File: src/rtl/ats21_client_port.sv
// ATS21 client command issuer: two-beat serializer with Ack/Nack retry,
// backoff and completion response, plus sticky alarm edge capture.
module ats21_client_port #(
  parameter int ACK_LAT     = 1,
  parameter int MAX_RETRY   = 3,
  parameter int BACKOFF_CYC = 4,
  parameter int NUM_ALARMS  = 24
) (
  input  logic                  clk,
  input  logic                  reset,
  input  logic                  cmd_valid,
  output logic                  cmd_ready,
  input  logic [31:0]           cmd_data,
  output logic                  req,
  output logic [15:0]           ctrl,
  input  logic                  stat_in,
  output logic                  resp_valid,
  input  logic                  resp_ready,
  output logic                  resp_ok,
  output logic [3:0]            resp_retries,
  input  logic [NUM_ALARMS-1:0] alarm_in,
  output logic [NUM_ALARMS-1:0] alarm_pending,
  input  logic [NUM_ALARMS-1:0] alarm_clear,
  output logic                  busy
);

  typedef enum logic [2:0] {
    S_IDLE,
    S_HI,
    S_LO,
    S_WAIT,
    S_BACKOFF,
    S_RESP
  } state_t;

  state_t      state_q, state_d;
  logic [31:0] cmd_q, cmd_d;
  logic [3:0]  retry_q, retry_d;
  logic [2:0]  wait_q, wait_d;
  logic [7:0]  boff_q, boff_d;
  logic        ok_q, ok_d;

  logic        cmd_ready_q;
  logic        req_q;
  logic [15:0] ctrl_q;
  logic        resp_valid_q;
  logic        resp_ok_q;
  logic [3:0]  resp_retries_q;

  logic [NUM_ALARMS-1:0] prev_q;
  logic [NUM_ALARMS-1:0] pend_q;

  always_comb begin
    state_d = state_q;
    cmd_d   = cmd_q;
    retry_d = retry_q;
    wait_d  = wait_q;
    boff_d  = boff_q;
    ok_d    = ok_q;
    unique case (state_q)
      S_IDLE: begin
        if (cmd_valid && cmd_ready_q) begin
          cmd_d   = cmd_data;
          retry_d = 4'd0;
          if (cmd_data[31:29] == 3'b000) begin
            state_d = S_RESP;
            ok_d    = 1'b1;
          end else begin
            state_d = S_HI;
          end
        end
      end
      S_HI: state_d = S_LO;
      S_LO: begin
        state_d = S_WAIT;
        wait_d  = 3'(ACK_LAT);
      end
      S_WAIT: begin
        if (wait_q > 3'd1) begin
          wait_d = wait_q - 3'd1;
        end else begin
          wait_d = 3'd0;
          // opcodes x11 carry no status from the ATS21
          if (cmd_q[30:29] == 2'b11 || stat_in) begin
            state_d = S_RESP;
            ok_d    = 1'b1;
          end else if (retry_q == 4'(MAX_RETRY)) begin
            state_d = S_RESP;
            ok_d    = 1'b0;
          end else begin
            retry_d = retry_q + 4'd1;
            if (BACKOFF_CYC == 0) begin
              state_d = S_HI;
            end else begin
              state_d = S_BACKOFF;
              boff_d  = 8'(BACKOFF_CYC);
            end
          end
        end
      end
      S_BACKOFF: begin
        if (boff_q > 8'd1) begin
          boff_d = boff_q - 8'd1;
        end else begin
          boff_d  = 8'd0;
          state_d = S_HI;
        end
      end
      S_RESP: begin
        if (resp_ready) state_d = S_IDLE;
      end
      default: state_d = S_IDLE;
    endcase
  end

  always_ff @(posedge clk or posedge reset) begin
    if (reset) begin
      state_q        <= S_IDLE;
      cmd_q          <= '0;
      retry_q        <= '0;
      wait_q         <= '0;
      boff_q         <= '0;
      ok_q           <= 1'b0;
      cmd_ready_q    <= 1'b0;
      req_q          <= 1'b0;
      ctrl_q         <= '0;
      resp_valid_q   <= 1'b0;
      resp_ok_q      <= 1'b0;
      resp_retries_q <= '0;
    end else begin
      state_q        <= state_d;
      cmd_q          <= cmd_d;
      retry_q        <= retry_d;
      wait_q         <= wait_d;
      boff_q         <= boff_d;
      ok_q           <= ok_d;
      cmd_ready_q    <= (state_d == S_IDLE);
      req_q          <= (state_d == S_HI) || (state_d == S_LO);
      ctrl_q         <= (state_d == S_HI) ? cmd_d[31:16] :
                        (state_d == S_LO) ? cmd_d[15:0]  : 16'h0000;
      resp_valid_q   <= (state_d == S_RESP);
      resp_ok_q      <= (state_d == S_RESP) && ok_d;
      resp_retries_q <= (state_d == S_RESP) ? retry_d : 4'd0;
    end
  end

  // set beats clear when a rise and a clear coincide
  always_ff @(posedge clk or posedge reset) begin
    if (reset) begin
      prev_q <= '0;
      pend_q <= '0;
    end else begin
      prev_q <= alarm_in;
      pend_q <= (alarm_in & ~prev_q) | (pend_q & ~alarm_clear);
    end
  end

  assign cmd_ready     = cmd_ready_q;
  assign req           = req_q;
  assign ctrl          = ctrl_q;
  assign resp_valid    = resp_valid_q;
  assign resp_ok       = resp_ok_q;
  assign resp_retries  = resp_retries_q;
  assign alarm_pending = pend_q;
  assign busy          = (state_q != S_IDLE);

endmodule

File: config.mk
export PLATFORM = sky130hd
export DESIGN_NAME = ats21_client_port
export DESIGN_NICKNAME = d
export VERILOG_FILES = /design/src/rtl/ats21_client_port.sv
export SDC_FILE = /design/constraint.sdc
export NUM_CORES = 1
export LEC_CHECK = 0
export ABC_AREA = 1
export CAP_MARGIN = 20
export CORE_MARGIN = 2
export CORE_UTILIZATION = 25
export CTS_CLUSTER_DIAMETER = 60
export DETAILED_ROUTE_END_ITERATION = 6
export PLACE_DENSITY_LB_ADDON = 0.3
export SLEW_MARGIN = 10
export SYNTH_ARGS = -nofsm -noshare
export SYNTH_HDL_FRONTEND = slang
export SYNTH_SLANG_ARGS = --single-unit
File: constraint.sdc
create_clock -name clk -period 5.9 [get_ports clk]
set_input_delay 1.18 -clock clk [delete_from_list [all_inputs] [get_ports clk]]
set_output_delay 1.18 -clock clk [all_outputs]
set_load 0.05 [all_outputs]
# Yosys cells after proc, flatten, opt, wreduce, memory -nomap -nowiden

Index checks and enable logic that the tools add are counted.

Register bits after elaboration: 123
Input bits: 85
Output and inout bits: 49
Logic and storage cells: 79

$add $sub $neg: 3
$lt $le $gt $ge: 2
Equality and inequality tests: 13
Muxes and demuxes: 31
Bitwise operators: 5
Reductions and logical operators: 11

Operators with widths:

| cell                                                                             | number |
|---|---|
| 32-bit 2-to-1 mux                                                                | 2 |
| 24-bit AND                                                                       | 2 |
| 24-bit NOT                                                                       | 2 |
| 16-bit 2-to-1 mux                                                                | 2 |
| 8-bit 2-to-1 mux                                                                 | 4 |
| 24-bit bitwise OR                                                                | 1 |
| 4-bit 2-to-1 mux                                                                 | 5 |
| 3-bit 2-to-1 mux                                                                 | 6 |
| 3-bit one-hot mux with 6 select lines                                            | 1 |
| 8-bit one-hot mux with 2 select lines                                            | 1 |
| 3-bit by 2-bit equality test with 1-bit output (second input constant)           | 3 |
| 3-bit equality test (second input constant)                                      | 3 |
| 3-bit zero test                                                                  | 3 |
| 8-bit by 1-bit greater-than comparator with 1-bit output (second input constant) | 1 |
| 4-bit one-hot mux with 2 select lines                                            | 1 |
| 8-bit by 1-bit subtractor with 8-bit output (second input constant)              | 1 |
| 1-bit 2-to-1 mux                                                                 | 7 |
| 3-bit by 1-bit equality test with 1-bit output (second input constant)           | 2 |
| 2-bit != test (second input constant)                                            | 3 |
| 3-bit one-hot mux with 2 select lines                                            | 1 |
| 4-bit by 1-bit adder with 4-bit output (second input constant)                   | 1 |
| 4-bit by 2-bit equality test with 1-bit output (second input constant)           | 1 |
| 4-bit AND reduction                                                              | 1 |
| 2-bit nonzero test                                                               | 2 |
| 7 further kinds                                                                  | 9 |

# Depth between registers and ports, before layout

Gate-level depths: netlist of the first run.

Depth after elaboration: 8
Depth in mapped cells: 11
Gate-level depth less buffers: 10

# Worst setup path after synthesis of the first run

OpenSTA, ideal clock, no wires.

Path kind: input port to flip-flop
From: in stat_in
To: reg ctrl_q[10] (netlist: ctrl[10])
Library setup time: 117 ps
Arrival time: 2016 ps
Path slack: 3766 ps
Stages: 10
Path through: inv_1 > nand2_1 > nor2_2 > nand2_1 > nand2_1 > nand3_2 > buf_6 > buf_6 > nand3_2 > nand2_1

Word-level cells in the longest chain between the ends: 7
Elaborated cells between the ends (all ways): 8
Classes of those cells: 2 x eq/ne; 5 x mux; 1 x reduce/logical

Ends and longest elaborated chain:

| what                                           | RTL line | source |
|---|---|---|
| start, declared                                | 16       | `input logic stat_in,` |
| 1-bit logical OR *                             | 84       | `if (cmd_q[30:29] == 2'b11 \|\| stat_in) begin` |
| 1-bit 2-to-1 mux *                             | 84       |  |
| 3-bit 2-to-1 mux *                             | 79       | `if (wait_q > 3'd1) begin` |
| 3-bit one-hot mux with 6 select lines *        | 60       | `unique case (state_q)` |
| named net state_d[0]                           | 36       | `state_t state_q, state_d;` |
| 3-bit by 2-bit equality test with 1-bit output | 140      | `(state_d == S_LO) ? cmd_d[15:0] : 16'h0000;` |
| 16-bit 2-to-1 mux                              | 140      |  |
| 16-bit 2-to-1 mux *                            | 139      | `ctrl_q <= (state_d == S_HI) ? cmd_d[31:16] :` |
| end signal, assigned                           | 139      |  |
| end, declared                                  | 45       | `logic [15:0] ctrl_q;` |

The timed path passes the listed nets; every way through them passes the cells marked *.
A chain may end at the register's enable or synchronous reset.

# Worst setup path after layout of the first run

From: reg state_q[0]
To: out busy

Word-level cells in the longest chain between the ends: 1

Ends and longest elaborated chain:

| what                   | RTL line | source |
|---|---|---|
| start, declared        | 36       |  |
| start signal, assigned | 131      | `state_q <= state_d;` |
| 3-bit nonzero test     | 165      | `assign busy = (state_q != S_IDLE);` |
| end, declared          | 24       | `output logic busy` |

Every way passes these cells.

==> results by group, run 1 <==
STA
  • Hold Vio Cnt, Final: 0
  • Final period util: 0.600
  • Final setup fails: 0
  • RSZ-0062 raised after global routing: no
  • Pins over their slew limit: 0
  • F_max: roughly 0.28 GHz
  • Slew of the pin with the lowest slew margin: 0.910 ns
  • Slew HR: 0.394
  • Setup ws final: about 2.4 ns
  • Final setup TNS: 0 ns
  • Fin Clk Skew: 0.00790 ns
  • Hold_ws: ~0.44 ns
  • Final min period: ~3.5 ns

Worst setup path
  • Worst EP required: roughly 4.7 ns
  • R2r startpoint: state_q[0]
  • CP max FO: 21
  • Critical path arrival: ~2.4 ns
  • Crit Path Category: flip-flop to output pin
  • Reg2reg setup slack: a little over 3 ns
  • Reg2Reg Depth: 8
  • Crit. End Element: output pin
  • CP Launch Type: flip-flop
  • Capturing point of the worst reg2reg path: resp_retries[1]

Yosys
  • Mapped Area: roughly 0.0049 mm2
  • Synthesized Nets: 586
  • Synth top area share: 0.623
  • Ys flop type: dfrtp_1
  • Mapped Cells: roughly 500
  • Most numerous cell in the Yosys netlist: nand2_1
  • Number of library cell types mapped by synthesis: 32
  • Async set or reset register ratio after synthesis: 1.00
  • Yosys warnings: 0
  • Number of synthesized register bits: ~120
  • Synth top area cells: dfrtp_1 62%, nand2_1 11%, inv_1 5.1%, o22ai_1 3.4%, nand4_1 3.0%
  • Seq/Total Area, Yosys: 0.623
  • Post-synth top cells: 139 x nand2_1, 123 x dfrtp_1, 67 x inv_1
  • Number of flops mapped to enable cells by yosys: 0
  • Syn_area_per_cell: 9.94 um2
  • Top cell type by total area after synthesis: dfrtp_1

Floorplan
  • Rows: 51
  • Die W: between 100 and 150 um
  • Initial core utilization: 0.255
  • Core area: roughly 0.019 mm2
  • I/O pins: roughly 130
  • Die Span Y: approximately 140 um
  • Die area: ~0.021 mm2

Clocking
  • Clock Root Buffer: clkbuf_16
  • Clock transition at path regs: approximately 0.05 ns
  • Setup repair bufs after CTS: 0
  • CTS tree: yes
  • H-tree depth: 4
  • # resized after CTS: 0
  • Clock buffer depth: 2
  • Num Clock Sinks: 123
  • Skew-Pair Late Insertion Delay: around 0.41 ns
  • Num CTS Buffers: 17
  • Hold-fix buffer count after cts: 0

Min path
  • Worst hold path depth: 1
  • Min-delay worst type: flip-flop to flip-flop
  • WHS Endpoint: alarm_pending[1]
  • Hold Startpoint: prev_q[1]

Status
  • Status: complete, no violations

Layout
  • Layout cell share with drive strength beyond 1: 0.113
  • Fin nets: roughly 720
  • Diodes inserted: 0
  • Multi-input gate area: 0.00146 mm2
  • Fillers: roughly 2,000
  • Non-Filler Instances: about 900
  • Final Util: 0.366
  • FF/Latch Area: about 0.0031 mm2
  • Area growth syn-to-layout: 43.6%

Global routing
  • First-pass GRT wire length: between 15 and 20 mm
  • Largest net degree at the start of global routing: between 70 and 80
  • Initial antenna violation count: 0
  • GRT Util Overall: 0.122
  • GRT overflow: 0
  • Vias in the first global route: 3,781

Placement
  • GPL Wtd Cong: 0.763
  • Placed cells: between 800 and 900
  • IO buf count: between 100 and 150
  • DP HPWL: approximately 8.5 mm
  • Pre-CTS WS: 2.32 ns

Flow run
  • Max Cap Violations: 0

Route
  • Post-DR vias/cell: roughly 4.1
  • Post-DR wirelength/cell: between 10 and 15 um
  • Antenna Violating Nets Remaining: 0
  • Total Wirelength: around 12 mm
  • Pre-antenna DRT Iters: 4
  • DRC Markers: 0
  • Initial DRC count: 230
  • Via count: between 3,000 and 4,000

Pwr
  • Leakage: about 0.0034 uW
  • Pwr Density: between 400 and 500 mW/mm2
  • Peak supply drop: ~0.00032 V
==> worst max path at each step <==
stage | start | to | slack (ns) | cells past startpoint
6_report | state_q[0] | busy | 2.36 | 3
5_1_grt | state_q[0] | busy | 2.27 | 3
4_1_cts | state_q[0] | busy | 2.36 | 3
3_5_place_dp | cmd_valid | resp_retries[1] | 2.32 | 8
3_3_place_gp | cmd_valid | resp_retries[0] | 2.41 | 9
2_1_floorplan | reset | alarm_pending[0] | 1.45 | 1
==> critical path, stage by stage (launching register included) <==
cell and delay [ns]:
dfrtp_1 0.89, nor2_2 0.10, nand2_2 0.13, clkdlybuf4s50_1 0.82
==> layer usage <==
| layer | GRT usage | share of wire | vias to the layer above |
|---|---|---|---|
| li1 | - | - | 1866 |
| met1 | 0.157 | 0.47 | 1775 |
| met2 | 0.190 | 0.46 | 116 |
| met3 | 0.0391 | 0.054 | 14 |
| met4 | 0.0475 | 0.016 | 0 |
| met5 | 0 | 0 | - |
==> registers in the layout, indices dropped and copies added (netlist names), 4 cells and up <==
register and flops:
alarm_pending 24, boff_q 8, cmd_q 32, ctrl 16
prev_q 24, resp_retries 4, retry_q 4
==> metrics by stage <==
step                total power [uW]  instance area [um2]
floorplan                       2100                 4940
global placement                2430                 6500
detailed placement              2450                 6500
CTS                             3500                 7090
global route                    3670                 7090
finish                          3450                 7090
==> placed cells by master (no fill, tap or decap), types with 3 or more instances in the layout <==
cell type,instances
nand2_1,139
clkdlybuf4s50_1,133
dfrtp_1,123
inv_1,66
o22ai_1,27
nand4_1,24
clkbuf_16,17
nor2_1,16
nand3_1,15
nand3_2,13
o21ai_0,13
inv_2,12
nand2_2,7
ha_1,4
clkinvlp_4,4
nor2_2,3
a21oi_1,3
clkbuf_8,3
==> cells by family after synthesis <==
logic type	after synthesis	synth area share
compound gates	49	0.0583
simple gates	226	0.224
fa+ha+maj	4	0.0101
flops	123	0.623
buf+inv	94	0.0821
xor+xnor	1	0.00177
==> final cells by class <==
type                       count  share of cell area
clock buffer                  21              0.0663
clock inverter                10              0.0166
inverter                      79              0.0422
multi-input combinational    280               0.205
sequential                   123               0.434
tap                          265              0.0468
timing repair buffer         134               0.189
==> report_power, final <==
group | total (uW) | internal [uW] | switching (uW) | leakage, uW
combinational | 1250 | 390 | 862 | 0.00159
clock | 1010 | 651 | 361 | 0.000277
sequential | 1190 | 1070 | 113 | 0.00154
total | 3450 | 2110 | 1340 | 0.00341
Power figures use the tool's default switching activity.
==> inputs of run 2 (changes only) <==
==> constraint.sdc (replaced) <==
create_clock -name clk -period 3.47 [get_ports clk]
set_input_delay 0.694 -clock clk [delete_from_list [all_inputs] [get_ports clk]]
set_output_delay 0.694 -clock clk [all_outputs]
set_load 0.05 [all_outputs]
==> results by group, run 2 (same netlist as run 1, synthesis figures left out) <==
Placement
  • Pre-CTS WS: 0.824 ns
  • GPL Wtd Cong: between 0.7 and 0.8
  • IO buf count: 133
  • DP HPWL: around 8.6 mm

STA
  • RSZ-0062 raised after global routing: no
  • Final min period: about 2.8 ns
  • Fin Clk Skew: 0.00684 ns
  • Final setup fails: 0
  • Hold Vio Cnt, Final: 0
  • Pins over their slew limit: 0
  • Final period util: 0.810
  • Final setup TNS: 0 ns
  • Slew HR: 0.548
  • F_max: 0.356 GHz
  • Setup ws final: roughly 0.66 ns
  • Slew of the pin with the lowest slew margin: ~0.68 ns

Route
  • Pre-antenna DRT Iters: 4
  • DRC Markers: 0
  • Initial DRC count: roughly 240
  • Post-DR vias/cell: roughly 4.2
  • Post-DR wirelength/cell: around 13 um
  • Total Wirelength: roughly 12 mm
  • Antenna Violating Nets Remaining: 0
  • Via count: 3,845

Floorplan
  • Core area: approximately 0.019 mm2
  • Rows: slightly above 50
  • Initial core utilization: 0.255
  • Die area: 0.0209 mm2
  • Die W: 145 um
  • Die Span Y: ~140 um
  • I/O pins: between 100 and 150

Global routing
  • GRT overflow: 0
  • Vias in the first global route: about 3,800
  • GRT Util Overall: 0.121
  • First-pass GRT wire length: approximately 19 mm
  • Largest net degree at the start of global routing: 124
  • Initial antenna violation count: 0

Layout
  • Layout cell share with drive strength beyond 1: 0.118
  • Top reg by flops: cmd_q
  • Area growth syn-to-layout: 45.0%
  • Fin nets: between 700 and 800
  • Diodes inserted: 0
  • Most frequent cells in the layout: 139 x nand2_1, 133 x clkdlybuf4s50_1, 123 x dfrtp_1
  • Most common cell after layout, fill and taps aside: nand2_1
  • Max FFs per register: 32

Status
  • Status: complete, no violations

Flow run
  • Max Cap Violations: 0

Clocking
  • Skew-Pair Late Insertion Delay: 0.41 ns
  • Clock Root Buffer: clkbuf_16
  • Hold-fix buffer count after cts: 0
  • CTS tree: yes
  • Clock transition at path regs: 0.06 ns
  • Num CTS Buffers: 17
  • Clock buffer depth: 2
  • # resized after CTS: 0
  • Setup repair bufs after CTS: 0
  • H-tree depth: 4
  • Num Clock Sinks: 123

Worst setup path
  • CP Launch Type: flip-flop
  • Crit. End Element: output pin
  • Crit Path Category: flip-flop to output pin
  • Worst EP required: ~2.8 ns
  • CP max FO: 21
  • Critical path arrival: roughly 2.1 ns

Pwr
  • Peak supply drop: ~0.00038 V
  • Leakage: between 0.003 and 0.004 uW
  • Pwr Density: between 800 and 900 mW/mm2

Min path
  • Min-delay worst type: flip-flop to flip-flop
## run 2: changes by cell type in the layout (fill, tap and decap cells not counted), sizes merged
cell and delta:
inv +2, buf +2, clkbuf -3, bufinv +2
## run 2: power by group
| part | internal (uW) | leakage, uW | switching, uW | total [uW] |
|---|---|---|---|---|
| Sequential | 1830 | 0.00154 | 165 | 1990 |
| Clock | 1220 | 0.000303 | 648 | 1870 |
| Combinational | 672 | 0.00160 | 1500 | 2170 |
## run 2: cell type report
type	instances	area, um2
inverter	79	300
sequential	123	3080
clock buffer	18	439
tap	265	332
timing repair buffer	136	1370
clock inverter	14	193
multi-input combinational	280	1460
fill	1990	12200
## run 2: worst paths after layout
kind	slack, ns	to	cells past startpoint	start
setup / recovery	0.66	busy	3	state_q[2]
hold / removal	0.43	alarm_pending[2]	1	prev_q[2]
setup reg to reg	1.21	resp_retries[1]	8	state_q[2]
hold reg to reg	0.43	alarm_pending[2]	1	prev_q[2]
max in group asynchronous	2.13	resp_retries[3]	3	reset
min in group asynchronous	0.79	alarm_pending[13]	3	reset
## run 2: critical path, stage by stage, from the launching register on
cell	delay [ns]
dfrtp_1	0.41
inv_2	0.38
nand2_2	0.17
clkdlybuf4s50_1	0.74
## run 2: metrics by stage
| stage | cells | area, um2 | hold WS [ns] | total power, uW | util |
|---|---|---|---|---|---|
| after floorplan | 497 | 4940 | 0.418 | 3570 | - |
| after global placement | 883 | 6530 | 0.422 | 4150 | 0.337 |
| after detailed placement | 883 | 6530 | 0.428 | 4200 | 0.337 |
| after CTS | 915 | 7160 | 0.440 | 6110 | 0.369 |
| after global routing | 915 | 7160 | 0.449 | 6400 | 0.369 |
| final | 915 | 7160 | 0.435 | 6040 | 0.369 |
## run 2: metal layers
layer / GRT usage / wire length, um / vias to the layer above
met1: 0.156 / 5720 / 1813
li1: - / - / 1876
met3: 0.0434 / 843 / 19
met5: 0 / 0 / -
met4: 0.0598 / 261 / 0
met2: 0.181 / 5360 / 137
